===== src/rtl/decoder_scan_sequencer_if.sv =====
`default_nettype none
// ============================================================================
//  Module      : decoder_scan_sequencer_if
//  Description : Handshake and decoder-drive bundle for the scan sequencer.
//                master = requester / decoder side, slave = sequencer.
//  Signals     : start, stop, mode, dwell  (requester -> sequencer)
//                en_n, w1, w0              (sequencer -> decoder)
//                busy, done, code_strobe   (sequencer -> requester)
//  Revision    : 1.0 - initial release
// ============================================================================
interface decoder_scan_sequencer_if #(
    parameter int DWELL_W = 8
);
    logic               start;
    logic               stop;
    logic               mode;
    logic [DWELL_W-1:0] dwell;
    logic               en_n;
    logic               w1;
    logic               w0;
    logic               busy;
    logic               done;
    logic               code_strobe;

    modport master (
        output start, stop, mode, dwell,
        input  en_n, w1, w0, busy, done, code_strobe
    );

    modport slave (
        input  start, stop, mode, dwell,
        output en_n, w1, w0, busy, done, code_strobe
    );
endinterface
`default_nettype wire


===== src/rtl/decoder_scan_sequencer.sv =====
`default_nettype none
// ============================================================================
//  Module      : decoder_scan_sequencer
//  Description : Steps a 2-to-4 decoder through select codes 00,01,10,11,
//                holding each for a programmable dwell. Single-pass or
//                continuous mode; start/stop/busy/done handshake.
//                All outputs are flop outputs (glitch-free selects).
//  Ports       : clk   - rising-edge clock
//                rst_n - synchronous active-low reset
//                bus   - decoder_scan_sequencer_if.slave
//                        in : start, stop, mode, dwell
//                        out: en_n, w1, w0, busy, done, code_strobe
//  Revision    : 1.0 - initial release
// ============================================================================
module decoder_scan_sequencer #(
    parameter int DWELL_W = 8
) (
    input  wire logic                 clk,
    input  wire logic                 rst_n,
    decoder_scan_sequencer_if.slave   bus
);

    typedef enum logic [1:0] {
        ST_IDLE   = 2'd0,
        ST_RUN    = 2'd1,
        ST_FINISH = 2'd2
    } state_t;

    localparam logic [DWELL_W-1:0] c_one = {{(DWELL_W-1){1'b0}}, 1'b1};

    state_t             r_state,  w_state;
    logic [1:0]         r_code,   w_code;
    logic [DWELL_W-1:0] r_cnt,    w_cnt;
    logic [DWELL_W-1:0] r_dwell,  w_dwell;
    logic               r_mode,   w_mode;
    logic               r_en_n,   w_en_n;
    logic               r_busy,   w_busy;
    logic               r_done,   w_done;
    logic               r_strobe, w_strobe;

    // A dwell of zero behaves as one so the counter is never loaded with 0.
    logic [DWELL_W-1:0] w_dwell_eff;
    assign w_dwell_eff = (bus.dwell == '0) ? c_one : bus.dwell;

    // Next-state and next-output logic. Outputs are computed one cycle ahead
    // and registered, so what the decoder sees always matches r_state.
    always_comb begin
        w_state  = r_state;
        w_code   = 2'b00;
        w_cnt    = '0;
        w_dwell  = r_dwell;
        w_mode   = r_mode;
        w_en_n   = 1'b1;
        w_busy   = 1'b0;
        w_done   = 1'b0;
        w_strobe = 1'b0;

        case (r_state)
            ST_IDLE: begin
                // stop beats start when both are asserted
                if (bus.start && !bus.stop) begin
                    w_state  = ST_RUN;
                    w_mode   = bus.mode;
                    w_dwell  = w_dwell_eff;
                    w_cnt    = w_dwell_eff;
                    w_en_n   = 1'b0;
                    w_busy   = 1'b1;
                    w_strobe = 1'b1;
                end
            end

            ST_RUN: begin
                if (bus.stop) begin
                    // abort takes priority over any pending code advance
                    w_state = ST_IDLE;
                end else if (r_cnt == c_one) begin
                    if (r_code == 2'b11 && r_mode) begin
                        w_state = ST_FINISH;
                        w_done  = 1'b1;
                    end else begin
                        // 11 -> 00 wraps naturally in continuous mode
                        w_code   = r_code + 2'd1;
                        w_cnt    = r_dwell;
                        w_en_n   = 1'b0;
                        w_busy   = 1'b1;
                        w_strobe = 1'b1;
                    end
                end else begin
                    w_code = r_code;
                    w_cnt  = r_cnt - c_one;
                    w_en_n = 1'b0;
                    w_busy = 1'b1;
                end
            end

            ST_FINISH: begin
                w_state = ST_IDLE;
            end

            default: begin
                w_state = ST_IDLE;
            end
        endcase
    end

    always_ff @(posedge clk) begin
        if (!rst_n) begin
            r_state  <= ST_IDLE;
            r_code   <= 2'b00;
            r_cnt    <= '0;
            r_dwell  <= c_one;
            r_mode   <= 1'b0;
            r_en_n   <= 1'b1;
            r_busy   <= 1'b0;
            r_done   <= 1'b0;
            r_strobe <= 1'b0;
        end else begin
            r_state  <= w_state;
            r_code   <= w_code;
            r_cnt    <= w_cnt;
            r_dwell  <= w_dwell;
            r_mode   <= w_mode;
            r_en_n   <= w_en_n;
            r_busy   <= w_busy;
            r_done   <= w_done;
            r_strobe <= w_strobe;
        end
    end

    assign bus.en_n        = r_en_n;
    assign bus.w1          = r_code[1];
    assign bus.w0          = r_code[0];
    assign bus.busy        = r_busy;
    assign bus.done        = r_done;
    assign bus.code_strobe = r_strobe;

endmodule
`default_nettype wire

===== src/flat_wrapper.sv =====
// flat-port wrapper written by rule: the top's interface ports become plain ports
module decoder_scan_sequencer_flat 
#(
    parameter int DWELL_W = 8
)
  (clk, rst_n, bus_start, bus_stop, bus_mode, bus_dwell, bus_en_n, bus_w1, bus_w0, bus_busy, bus_done, bus_code_strobe);
  decoder_scan_sequencer_if #(.DWELL_W(DWELL_W)) bus_i ();
  input  wire logic clk;
  input  wire logic rst_n;
  input wire logic [$bits(bus_i.start)-1:0] bus_start;
  input wire logic [$bits(bus_i.stop)-1:0] bus_stop;
  input wire logic [$bits(bus_i.mode)-1:0] bus_mode;
  input wire logic [$bits(bus_i.dwell)-1:0] bus_dwell;
  output wire logic [$bits(bus_i.en_n)-1:0] bus_en_n;
  output wire logic [$bits(bus_i.w1)-1:0] bus_w1;
  output wire logic [$bits(bus_i.w0)-1:0] bus_w0;
  output wire logic [$bits(bus_i.busy)-1:0] bus_busy;
  output wire logic [$bits(bus_i.done)-1:0] bus_done;
  output wire logic [$bits(bus_i.code_strobe)-1:0] bus_code_strobe;
  assign bus_i.start = bus_start;
  assign bus_i.stop = bus_stop;
  assign bus_i.mode = bus_mode;
  assign bus_i.dwell = bus_dwell;
  assign bus_en_n = bus_i.en_n;
  assign bus_w1 = bus_i.w1;
  assign bus_w0 = bus_i.w0;
  assign bus_busy = bus_i.busy;
  assign bus_done = bus_i.done;
  assign bus_code_strobe = bus_i.code_strobe;
  decoder_scan_sequencer #(.DWELL_W(DWELL_W)) u_core (.clk(clk), .rst_n(rst_n), .bus(bus_i));
endmodule

===== config.mk =====
export PLATFORM = sky130hd
export DESIGN_NAME = decoder_scan_sequencer_flat
export DESIGN_NICKNAME = d
export VERILOG_FILES = /design/src/rtl/decoder_scan_sequencer_if.sv /design/src/rtl/decoder_scan_sequencer.sv /design/src/flat_wrapper.sv
export SDC_FILE = /design/constraint.sdc
export NUM_CORES = 1
export LEC_CHECK = 0
export CAP_MARGIN = 30
export CORE_AREA = 8 8 56 58
export DETAILED_ROUTE_END_ITERATION = 8
export DIE_AREA = 0 0 64 66
export GPL_TIMING_DRIVEN = 0
export PLACE_DENSITY = 0.79
export SYNTH_ARGS = -nofsm -noshare
export SYNTH_HDL_FRONTEND = slang
export SYNTH_SLANG_ARGS = --single-unit

===== constraint.sdc =====
create_clock -name clk -period 5.06 [get_ports clk]
set_input_delay 1.012 -clock clk [delete_from_list [all_inputs] [get_ports clk]]
set_output_delay 1.012 -clock clk [all_outputs]
set_load 0.02 [all_outputs]

==> reports/qor.txt <==
Top Layer Used -> met4
Reg2Reg Setup Slack -> 3.11 ns
Clock Tree Buf Depth -> 2
RD Place Congestion -> 0.883
R2R Path Start -> u_core.r_cnt[0]
Mux contribution to synthesized area -> 0
Die height -> 66 um
VDD IR max -> 174 uV
Syn avg cell area -> 8.52 um^2
Width of the chip -> 64 um
Io pins -> 19
Initial antenna violation count -> 0
WHS -> 0.475 ns
Simple-gate share of the synthesized area -> 0.269
I/O Buffers -> 18
Core area -> 2320 um^2
Area contributors post-synth -> dfxtp_1, nand2_1, a21boi_0
Synth top area share -> 0.417
Tcrit/Tclk final -> 0.466
Synth Area in Compound Gates -> 0.241
Clk sinks -> 25
Post-synthesis adder-cell area fraction -> 0.0313
Max-cap violations -> 0
Met3 wire length -> 213 um
RSZ-0062 raised after global routing -> no
1st-iter DRT viols -> 28
Initial Utilization -> 0.518
Via-to-Cell Ratio -> 5.90
Global-route wire length before repair -> 5100 um
Cell area after synthesis -> 1200 um^2
FF/Latch Area -> 500 um^2
Worst-skew pair later-pin latency -> 0.31 ns
Post-layout min period -> 2.36 ns
CTS tree -> yes
First-pass DRT Iterations -> 4
Clock Skew -> 0.00358 ns
Largest stage delay on the critical path -> 0.62 ns
CP cell instances -> clkdlybuf4s50_1
Area of the multi-input gates -> 658 um^2
Number of global-route vias before repair -> 1,092
Max Fclk -> 424 MHz
CP startpoint -> u_core.r_code[0]
Leading area contributor after synthesis -> dfxtp_1
Via count of the routed design -> 1,139
Place WS -> 2.38 ns
Lkg Pwr -> 0.499 nW
Total Die Area -> 4220 um^2
Pwr/cell area -> 250 nW/um^2
Post-synth EDFFs -> 0
Post-cts sizing count -> 0
YS warnings -> 0
Slowest-stage cell, CP -> clkdlybuf4s50_1
Class of the worst hold path -> reg2reg
Nature of the critical path endpoint -> primary output
GR Util All Layers -> 0.150
Setup violators final -> 0
Worst setup path class -> reg2out
Critical R2R Capture -> u_core.bus.busy
Detail Route met2 WL -> 1410 um
# fillers -> 208
Seq/Total Area, Yosys -> 0.417
Worst-Margin Slew -> 0.715 ns
P&R area growth vs syn -> 20.3%
Largest family of logic cells by synthesized area -> simple AND/OR/NAND/NOR gates
Outcome -> finished, final reports clean
CTS H-tree lvls -> 1
Largest net degree at the start of global routing -> 14
Post-CTS Setup Bufs -> 0
DRC viols -> 0
WL met1 -> 1300 um
Routed Antenna Nets -> 0
CTS root buffer -> clkbuf_4
Final Max Slew Viols -> 0
Num CTS Buffers -> 3
Yosys reg bits -> 25
HPWL after detailed placement -> 2310 um
Synth Instances -> 141
WP depth -> 1
Crit path to -> bus_w0
Relative slew slack -> 0.519
Async S/R FF share, synth -> 0
Worst EP required -> 4.05 ns
Total grt overflow -> 0
Post-synthesis xor/xnor area fraction -> 0.00729
Setup slack after layout -> 2.70 ns
Arr. time, crit path -> 1.34 ns
Worst Path Buf+Inv -> 1
# nets final -> 180
Per-cell routed wire length -> 15.5 um
Count of cell types in the netlist -> 39
Fin cells -> 193
Most used DFF post-synth -> dfxtp_1
Startpoint types -> flop
Setup TNS -> 0 ns
Routed WL -> 2990 um
Top delay family on crit path -> buffers and inverters
# hold bufs at CTS -> 0
Total Power -> 0.362 mW
Synthesized Nets -> 157
Share of layout cells above drive strength 1 -> 0.0491
Num rows -> 18
Final hold violations -> 0
Max FO, Critical Path -> 4
Reg2Reg Depth -> 5
Antenna Cells -> 0
Clock transition at path regs -> 0.13 ns
Cells after DPL -> 189
==> Yosys cell counts (2+ instances only) <==
master,count
nor2b_1,2
ha_1,3
a21boi_0,9
inv_1,2
o21ai_0,4
nor3_1,6
a21oi_1,12
nand4_1,2
or3_1,2
nor4b_1,2
nand3_1,3
nor2_1,4
dfxtp_1,25
and4_1,2
nor4_1,2
o31ai_1,3
clkbuf_1,6
nand2_1,23
or4b_1,2
o21a_1,4
a31oi_1,2
o21ai_1,3
nand2b_1,2
==> sequential cells by signal, indices dropped and copies added (netlist names) <==
signal	cells
u_core.bus.en_n	1
u_core.bus.done	1
u_core.r_cnt	8
u_core.r_state	2
u_core.bus.code_strobe	1
u_core.bus.busy	1
u_core.r_dwell	8
u_core.r_mode	1
u_core.r_code	2
==> routing by layer <==
| metal | up-vias | global-route usage |
|---|---|---|
| met5 | - | 0 |
| met4 | 0 | 0.0696 |
| met3 | 6 | 0.0390 |
| met2 | 45 | 0.252 |
| met1 | 521 | 0.175 |
| li1 | 567 | - |
==> cells in the final DEF (no fill, tap or decap), drive strengths merged <==
cell	n
a21o	1
o211a	1
nand2b	2
inv	2
nand3	3
nand3b	1
xnor2	1
clkdlybuf4s50	18
a21boi	9
nor4b	3
nor3b	1
nand2	23
o311ai	1
o21a	4
nor2b	2
o31ai	3
or4b	3
o21ai	7
o221ai	1
nor2	5
or3	2
a22o	1
and4	2
nor4	2
nor3	6
clkbuf	10
nand4	2
ha	3
or4	1
a2bb2oi	1
dfxtp	25
a31oi	2
a211o	1
a21oi	12
buf	2
==> logic make-up (layout without fill, tap and decap cells) <==
kind of cell / count (synthesis) / in the layout
buffers and inverters: 10 / 32
XOR/XNOR: 1 / 1
AO/OA/AOI/OAI: 44 / 44
AND/OR/NAND/NOR: 58 / 58
adder cells (fa/ha/maj): 3 / 3
flip-flops: 25 / 25
==> layout make-up <==
| type | instances | share of cell area |
|---|---|---|
| multi-input cells | 106 | 0.455 |
| plain buffers | 8 | 0.0242 |
| repair buffers | 18 | 0.125 |
| well taps | 30 | 0.0260 |
| flip-flops and latches | 25 | 0.346 |
| clock buffers | 4 | 0.0182 |
| inverters | 2 | 0.00519 |
==> worst reg2reg max path, stage by stage, from the launching register on <==
cell and delay, ns:
dfxtp_1 0.41, ha_1 0.20, nor4b_2 0.49, nand2_1 0.29
o21a_1 0.30, o21a_1 0.17
==> worst min path at each step <==
stage	start	to	slack [ns]	cells past startpoint
after floorplan	u_core.r_dwell[0]	u_core.r_dwell[0]	0.43	2
after global placement	u_core.r_dwell[6]	u_core.r_dwell[6]	0.45	2
after detailed placement	u_core.r_dwell[4]	u_core.r_dwell[4]	0.46	2
after CTS	u_core.r_dwell[1]	u_core.r_dwell[1]	0.48	2
after global routing	u_core.r_dwell[3]	u_core.r_dwell[3]	0.50	2
final	u_core.r_dwell[1]	u_core.r_dwell[1]	0.47	2
==> report_power, final <==
part / leakage (nW) / switching, mW / internal, mW
logic: 0.280 / 0.0323 / 0.0290
registers: 0.204 / 0.00695 / 0.205
clock network: 0.0150 / 0.0576 / 0.0308
==> stage by stage <==
step,utilization,cell area (um^2)
after detailed placement,0.612,1420
after floorplan,-,1200
final,0.623,1450
after CTS,0.623,1450
after global routing,0.623,1450
after global placement,0.612,1420
Note: power is estimated with default switching activity, not from simulation.
